File: src/rtl/dtcm_ctrl_pkg.sv
// dtcm_ctrl_pkg: shared encodings for the data-TCM access controller.
//   DATA_SIZE   : default byte-address width
//   SIZE_B/H/W  : access size encoding used by st_size and ld_size (2'b11 acts as word)
//   state_t     : write-sequencer states, also exported on dbg_state
//   size_len    : number of bytes moved for a given size code
package dtcm_ctrl_pkg;

    localparam int DATA_SIZE = 32;

    localparam logic [1:0] SIZE_B = 2'b00;
    localparam logic [1:0] SIZE_H = 2'b01;
    localparam logic [1:0] SIZE_W = 2'b10;

    typedef enum logic [1:0] {
        ST_IDLE    = 2'd0,
        ST_CORE_WR = 2'd1,
        ST_LDR_WR  = 2'd2
    } state_t;

    // The illegal code 2'b11 falls into the default arm and moves a full word.
    function automatic logic [2:0] size_len(input logic [1:0] size);
        case (size)
            SIZE_B:  return 3'd1;
            SIZE_H:  return 3'd2;
            default: return 3'd4;
        endcase
    endfunction

endpackage

File: src/rtl/dtcm_ctrl_ld_fmt.sv
// dtcm_ld_fmt: combinational load formatter.
//   rdata       in  32  little-endian word read from the TCM at the load address
//   size        in  2   SIZE_B / SIZE_H / SIZE_W (2'b11 treated as word)
//   is_unsigned in  1   1 = zero-extend, 0 = sign-extend
//   data        out 32  formatted load result
module dtcm_ld_fmt
    import dtcm_ctrl_pkg::*;
(
    input  logic [31:0] rdata,
    input  logic [1:0]  size,
    input  logic        is_unsigned,
    output logic [31:0] data
);

    always_comb begin
        data = rdata;
        case (size)
            SIZE_B:  data = {{24{~is_unsigned & rdata[7]}},  rdata[7:0]};
            SIZE_H:  data = {{16{~is_unsigned & rdata[15]}}, rdata[15:0]};
            default: data = rdata;
        endcase
    end

endmodule

File: src/rtl/dtcm_ctrl.sv
// dtcm_ctrl: data-TCM access controller.
// Serialises core stores (1/2/4 bytes) and loader byte writes onto the TCM's
// single byte write port, arbitrates round-robin between the two writers,
// stalls core loads while a write sequence is in flight, and formats load data.
//   clk, rst_n                      clock, asynchronous active-low reset
//   st_valid/st_ready/st_size/st_addr/st_data      core store request
//   ldr_valid/ldr_ready/ldr_addr/ldr_byte          loader byte write request
//   ld_valid/ld_addr/ld_size/ld_unsigned           core load
//   ld_data, ld_stall               formatted load result, load hold request
//   busy                            write sequence in flight
//   mem_wen/mem_waddr/mem_wdata     TCM byte write port
//   mem_raddr/mem_rdata             TCM 32-bit read port (mem_raddr = ld_addr)
//   dbg_state                       current sequencer state
//
// Handshake: a request transfers on a cycle where valid && ready are both high
// at the rising edge. ready never depends on the same requester's valid, the
// requester holds valid and its payload stable until the transfer, and ready
// is forced low while rst_n is low.
module dtcm_ctrl
    import dtcm_ctrl_pkg::*;
#(
    parameter int ADDR_W = DATA_SIZE
) (
    input  logic              clk,
    input  logic              rst_n,
    input  logic              st_valid,
    output logic              st_ready,
    input  logic [1:0]        st_size,
    input  logic [ADDR_W-1:0] st_addr,
    input  logic [31:0]       st_data,
    input  logic              ldr_valid,
    output logic              ldr_ready,
    input  logic [ADDR_W-1:0] ldr_addr,
    input  logic [7:0]        ldr_byte,
    input  logic              ld_valid,
    input  logic [ADDR_W-1:0] ld_addr,
    input  logic [1:0]        ld_size,
    input  logic              ld_unsigned,
    output logic [31:0]       ld_data,
    output logic              ld_stall,
    output logic              busy,
    output logic              mem_wen,
    output logic [ADDR_W-1:0] mem_waddr,
    output logic [7:0]        mem_wdata,
    output logic [ADDR_W-1:0] mem_raddr,
    input  logic [31:0]       mem_rdata,
    output state_t            dbg_state
);

    state_t            state;
    logic [ADDR_W-1:0] base;
    logic [31:0]       data;
    logic [2:0]        len;
    logic [1:0]        cnt;
    logic              pref;

    logic [2:0] len_m1;
    logic       last_byte;
    logic       slot;
    logic       st_grant;
    logic       ldr_grant;

    // len is 1/2/4, so len-1 fits in cnt's two bits (0/1/3).
    assign len_m1    = len - 3'd1;
    assign last_byte = (cnt == len_m1[1:0]);

    // A new writer may be accepted when idle, on the final byte of a core
    // store (giving gap-free back-to-back sequences), or during a loader write.
    assign slot = (state == ST_IDLE) || (state == ST_LDR_WR) ||
                  ((state == ST_CORE_WR) && last_byte);

    assign st_ready  = rst_n && slot && (!ldr_valid || !pref);
    assign ldr_ready = rst_n && slot && (!st_valid  ||  pref);
    assign st_grant  = st_valid  && st_ready;
    assign ldr_grant = ldr_valid && ldr_ready;

    always_ff @(posedge clk or negedge rst_n) begin
        if (!rst_n) begin
            state <= ST_IDLE;
            base  <= '0;
            data  <= '0;
            len   <= 3'd1;
            cnt   <= 2'd0;
            pref  <= 1'b0;
        end else if (slot) begin
            cnt <= 2'd0;
            if (st_grant) begin
                state <= ST_CORE_WR;
                base  <= st_addr;
                data  <= st_data;
                len   <= size_len(st_size);
                pref  <= 1'b1;
            end else if (ldr_grant) begin
                // A loader write reuses the core datapath as a 1-byte sequence.
                state <= ST_LDR_WR;
                base  <= ldr_addr;
                data  <= {24'd0, ldr_byte};
                len   <= 3'd1;
                pref  <= 1'b0;
            end else begin
                state <= ST_IDLE;
            end
        end else begin
            cnt <= cnt + 2'd1;
        end
    end

    // Write port derives straight from registered state so an asynchronous
    // reset drops mem_wen without waiting for a clock.
    assign mem_wen   = (state != ST_IDLE);
    assign busy      = mem_wen;
    assign mem_waddr = base + ADDR_W'(cnt);
    assign mem_wdata = data[8*cnt +: 8];
    assign dbg_state = state;

    assign mem_raddr = ld_addr;
    assign ld_stall  = ld_valid && busy;

    dtcm_ld_fmt u_ld_fmt (
        .rdata       (mem_rdata),
        .size        (ld_size),
        .is_unsigned (ld_unsigned),
        .data        (ld_data)
    );

endmodule

File: config.mk
export PLATFORM = sky130hd
export DESIGN_NAME = dtcm_ctrl
export DESIGN_NICKNAME = d
export VERILOG_FILES = /design/src/rtl/dtcm_ctrl_pkg.sv /design/src/rtl/dtcm_ctrl_ld_fmt.sv /design/src/rtl/dtcm_ctrl.sv
export SDC_FILE = /design/constraint.sdc
export NUM_CORES = 1
export LEC_CHECK = 0
export CORE_UTILIZATION = 33
export CTS_CLUSTER_SIZE = 12
export DETAILED_ROUTE_END_ITERATION = 10
export PLACE_DENSITY_LB_ADDON = 0.15
export SLEW_MARGIN = 25
export SYNTH_ARGS = -nofsm -noshare
export SYNTH_HDL_FRONTEND = slang
export SYNTH_SLANG_ARGS = --single-unit
File: constraint.sdc
create_clock -name clk -period 2.16 [get_ports clk]
set_input_delay 0.216 -clock clk [delete_from_list [all_inputs] [get_ports clk]]
set_output_delay 0.216 -clock clk [all_outputs]
set_load 0.03 [all_outputs]
Yosys cells after proc, flatten, opt, wreduce, memory -nomap -nowiden
Cells that the tools add are included.

storage, ports and cells
  register bits = 71
  latch bits = 0
  RAM bits = 0
  memory bits (read-only) = 0
  output and inout port bits = 111
  memories kept = 0

cells by class
  $add $sub $neg = 3
  multiply operators = 0
  div/mod/pow operators = 0
  $lt $le $gt $ge = 0
  equal/unequal tests = 5
  shift-type cells = 1
  muxes and demuxes = 13
  bitwise operators = 3
  reduce and logical (&&, ||, !) cells = 20

operators with widths
  operator               count
  $mux W32               4
  $pmux W32 S2           1
  $add A32 B2 Y32        1
  $shiftx A32 B6 Y8      1
  $mux W2                5
  $logic_and A1 B1 Y1    7
  $eq A2 B1 Y1 const B   3
  $logic_not A2 Y1       3
  $logic_or A1 B1 Y1     4
  $pmux W2 S2            1
  $reduce_bool A2 Y1     2
  $logic_not A1 Y1       3
  $add A2 B1 Y2 const B  1
  $and A1 B1 Y1          2
  $eq A2 B2 Y1           1
  $eq A2 B2 Y1 const B   1
  $mux W1                2
  $reduce_and A2 Y1      1
  $sub A2 B1 Y2 const B  1
  $not A1 Y1             1

Depth between registers and ports, before layout
  depth after elaboration = 9
  depth in mapped cells = 7
  depth with buffers taken out = 7

By module
A second synthesis with hierarchy kept.

unflattened totals
  cells, all modules = 428
  area, all modules = 4837.1 um^2

by module, submodules not included
  module       instances  cells each  area an instance (um^2)  sequential area each (um^2)
  dtcm_ctrl    1          361         4481.8                   1778.0
  dtcm_ld_fmt  1          67          355.3                    0.0

Worst setup path before layout
OpenSTA, ideal clock, no wires.

  path kind = register to output
  from = register cnt[1]
  to = output mem_waddr[22]
  data arrival time = 2.518 ns
  slack = -0.574 ns
  cell stages (with the launch flop) = 8
  buffers on the path = 1
  cells stage by stage = dfrtp_1 -> buf_1 -> inv_1 -> fa_1 -> nand4b_1 -> nor2_1 -> nand4_1 -> xnor2_1

on the way
  cells in the longest elaborated chain, start to end = 1

RTL lines
  element                 RTL line          source
  start, declared         dtcm_ctrl.sv:54   logic [1:0] cnt;
  start signal, assigned  dtcm_ctrl.sv:104  cnt <= cnt + 2'd1;
  $add A32 B2 Y32         dtcm_ctrl.sv:112  assign mem_waddr = base + ADDR_W'(cnt);
  end, declared           dtcm_ctrl.sv:43   output logic [ADDR_W-1:0] mem_waddr,

Every way passes these cells.

Worst setup path in the final report
  from = register base[0]
  to = output mem_waddr[26]

on the way
  cells in the longest elaborated chain, start to end = 1

RTL lines
  element                 RTL line          source
  start, declared         dtcm_ctrl.sv:51   logic [ADDR_W-1:0] base;
  start signal, assigned  dtcm_ctrl.sv:89   base <= st_addr;
  start signal, assigned  dtcm_ctrl.sv:96   base <= ldr_addr;
  $add A32 B2 Y32         dtcm_ctrl.sv:112

Every way passes these cells.

==> results.json <==
{
  "rr_worst_depth": 7,
  "place_inst": 769,
  "dr.first_iter.drc_count": 147,
  "start_util_pct": 34.3,
  "synth_edf_count": 0,
  "pin_count": 289,
  "grt_pass1_vias": 4185,
  "p_clk_share_pct": 40.0,
  "worstSetupStartpointType": "register",
  "clock_path_buffers": 2,
  "worstMarginPinSlew_ps": 914,
  "fin_area_sq_um": 7230,
  "clock.fmax_ghz": 0.385,
  "setup_violations": 28,
  "max_stage_delay_ps": 350,
  "clk_pin_slew_ps": 60,
  "drc": 0,
  "die_w_microns": 117,
  "synth_area_per_cell_sq_um": 10.2,
  "cp-endpoint": "mem_waddr[26]",
  "r2r_slack_ps": 180,
  "fin_skew_ps": 4.35,
  "die_area_sq_um": 13800,
  "cts_buffers": 9,
  "failed_checks": "setup timing",
  "path_cells": "ha_2 -> inv_2 -> fa_2 -> nand4b_1 -> buf_6 -> nor4_4 -> buf_6 -> nand4_1 -> xnor2_2 -> buf_6",
  "nets": 793,
  "place.gp.congestion": 0.816,
  "layout-drive-gt1-share_pct": 29.3,
  "reg2reg_from": "cnt[0]$_DFF_PN0_",
  "path_buf_inv": 4,
  "combPwrFrac_pct": 24.6,
  "grt_setup_unrepaired": "yes",
  "fill_cells": 1101,
  "cp-end-kind": "output port",
  "die_h_microns": 117,
  "grt_overflow_total": 0,
  "p_per_area_nw_per_um2": 581,
  "relSlewSlack_pct": 39.1,
  "ant_nets": 0,
  "design.core.area_sq_um": 12800,
  "hpwlAfterDp_mm": 10.2,
  "grt_pass1_wl_mm": 22.1,
  "cts_tree": "yes",
  "cts.sinks": 71,
  "p_seq_share_pct": 35.4,
  "syn_inst": 430,
  "synth_area_leader_cell": "dfrtp_1",
  "drv_cap": 0,
  "viasPerCell": 5.13,
  "clk_latency_ps": 330,
  "crit_path_start": "base[0]$_DFFE_PN0P_",
  "ys_types": 50,
  "syn_area_sq_um": 4400,
  "r2r-end": "base[9]$_DFFE_PN0P_",
  "routedWlPerCell_microns": 17.3,
  "grt_max_degree": 72,
  "synthFlopType": "dfrtp_1",
  "setup_ws_ps": -437,
  "ir_drop_uv": 286,
  "status": "complete, but fails checks",
  "hold_viol": 0,
  "ys_warn_count": 0,
  "drt_wl_total_mm": 13.7,
  "crit_fanout": 6,
  "dr.pass1.iters": 4,
  "synth-seq-cells": 71,
  "p_sw_share_pct": 26.4,
  "vias": 4045,
  "p_int_w": 0.00309,
  "root_buffer": "clkbuf_16",
  "synth_area_leaders": "dfrtp_1 40%, buf_4 7.2%, o22ai_1 5.7%",
  "dp_slack_ps": -232,
  "cpMostUsedCell": "buf_6",
  "p_switching_w": 0.00111,
  "yosysTopAreaCellShare_pct": 39.8,
  "worstPathArrival_ps": 2380,
  "fin_crit_sh_pct": 120,
  "track_usage_pct": 20.1,
  "rows": 41,
  "hold_path.class": "in2async",
  "syn_nets": 611,
  "crit_type": "reg2out",
  "ys_async_sr_fraction_pct": 100,
  "slew_viol_final": 0,
  "p_leak_nw": 3.21,
  "placed_cell_area_sq_um": 6610,
  "antenna_found_initial": 0,
  "hold-worst-slack_ps": 140,
  "diodes": 0,
  "area_growth_pct": 64.2,
  "htree_levels": 3,
  "period_minus_slack_ps": 2600,
  "critPathTopFamily": "adder cells",
  "path_depth": 10,
  "final_cells": 789,
  "cp.required_ps": 1940,
  "port_buffers": 210,
  "ys_seq_area_share_pct": 40.4,
  "worst_path_max_delay_cell": "dfrtp_1",
  "hold_buffers": 0
}
[how the worst min path moves through the flow]
stage / to / depth (start not counted) / start
floorplan: base[0]$_DFFE_PN0P_ / 0 / rst_n
CTS: len[1]$_DFFE_PN0P_ / 2 / rst_n
detailed placement: ld_data[6] / 0 / mem_rdata[6]
finish: dbg_state[1]$_DFFE_PN0N_ / 2 / rst_n
global route: cnt[0]$_DFF_PN0_ / 2 / rst_n
global placement: ld_data[6] / 0 / mem_rdata[6]
[routing by layer]
layer  global-route usage [%]  wire, microns
met4                     6.17            182
met1                     25.8           5800
met3                     4.17            984
met5                        0              0
met2                     34.0           6710
[state kept, by name (all words and copies together), names as in the netlist]
signal and count:
dbg_state 2, pref 1, len 2, base 32, cnt 2, data 32
[power by group through the flow]
| stage | sequential, W | clock [W] | combinational (W) |
|---|---|---|---|
| after floorplan | 0.00150 | 0 | 0.000608 |
| after global placement | 0.00150 | 0 | 0.00100 |
| after detailed placement | 0.00151 | 0 | 0.00101 |
| after CTS | 0.00149 | 0.00171 | 0.00104 |
| after global routing | 0.00150 | 0.00177 | 0.00110 |
| final | 0.00149 | 0.00168 | 0.00103 |
[stage by stage]
step / setup TNS (ps) / power, W / util, %
floorplan: -759 / 0.00210 / -
global placement: -1650 / 0.00251 / 51.5
detailed placement: -2050 / 0.00252 / 51.5
CTS: -6850 / 0.00424 / 55.8
global route: -10160 / 0.00437 / 56.4
finish: -6850 / 0.00420 / 56.4
[layout by cell type, fill, tap and decap left out, types with 5 or more instances in the layout]
| cell | n |
|---|---|
| a22o_1 | 24 |
| buf_4 | 65 |
| a2bb2oi_1 | 27 |
| nand2_1 | 46 |
| clkbuf_16 | 10 |
| nand3_2 | 5 |
| mux4_2 | 8 |
| o22ai_1 | 40 |
| o21ai_0 | 11 |
| inv_1 | 5 |
| xnor2_1 | 11 |
| a2bb2oi_2 | 10 |
| xnor2_4 | 9 |
| buf_12 | 6 |
| clkdlybuf4s50_1 | 144 |
| dfrtp_1 | 70 |
| nand4_1 | 10 |
| nand2_2 | 5 |
| xnor2_2 | 8 |
| dlygate4sd2_1 | 8 |
| buf_6 | 18 |
[timing repair]
| item | 4_1_cts | 5_1_grt |
|---|---|---|
| resized for setup | 47 | 20 |
| endpoints found under the hold margin | 0 | 0 |
| endpoints found under the setup margin | 34 | 35 |
| pin swaps | 16 | 18 |
| setup buffers | 6 | 3 |
| gates cloned | 0 | 0 |
[cell usage after synthesis (all sizes together) (2+ instances only)]
cell type / instances
xor2: 4
nor2b: 2
and3: 4
nand2b: 3
nor4: 4
o22ai: 40
clkbuf: 15
and4bb: 2
a22o: 24
nor3: 3
a22oi: 2
ha: 2
and4: 2
and2: 3
o21ai: 11
nand4: 11
nand3: 12
xnor2: 28
buf: 56
dfrtp: 70
nand2: 53
nor2: 8
mux2i: 3
a2bb2oi: 37
mux4: 8
or2: 2
a21oi: 3
inv: 7
[cell families (layout without fill, tap and decap cells)]
family                   count (synthesis)  count (layout)  share of synthesized area (%)
AO/OA/AOI/OAI                          123             123                           22.6
AND/OR/NAND/NOR                        112             112                           13.4
buffers and inverters                   78             265                           11.2
flip-flops                              71              71                           40.4
XOR/XNOR                                32              32                           6.54
multiplexers                            11              11                           4.86
adder cells (fa/ha/maj)                  3               3                           1.02
[worst reg2reg max path: stages (launching register included)]
cell and delay, ps:
dfrtp_1 380, buf_4 210, and4bb_2 340, mux2i_4 80, buf_4 160, a21boi_4 260, buf_12 250, a2bb2oi_1 210
[area by class of cell]
class                      instances  area (sq um)  area share (%)
timing repair buffer             242          2350            32.5
tap                              172           215            2.98
inverter                           7          26.3           0.363
clock buffer                      10           229            3.17
multi-input combinational        281          2520            34.9
sequential                        71          1780            24.6
clock inverter                     6           109            1.51
Note: power is estimated with default switching activity, not from simulation.
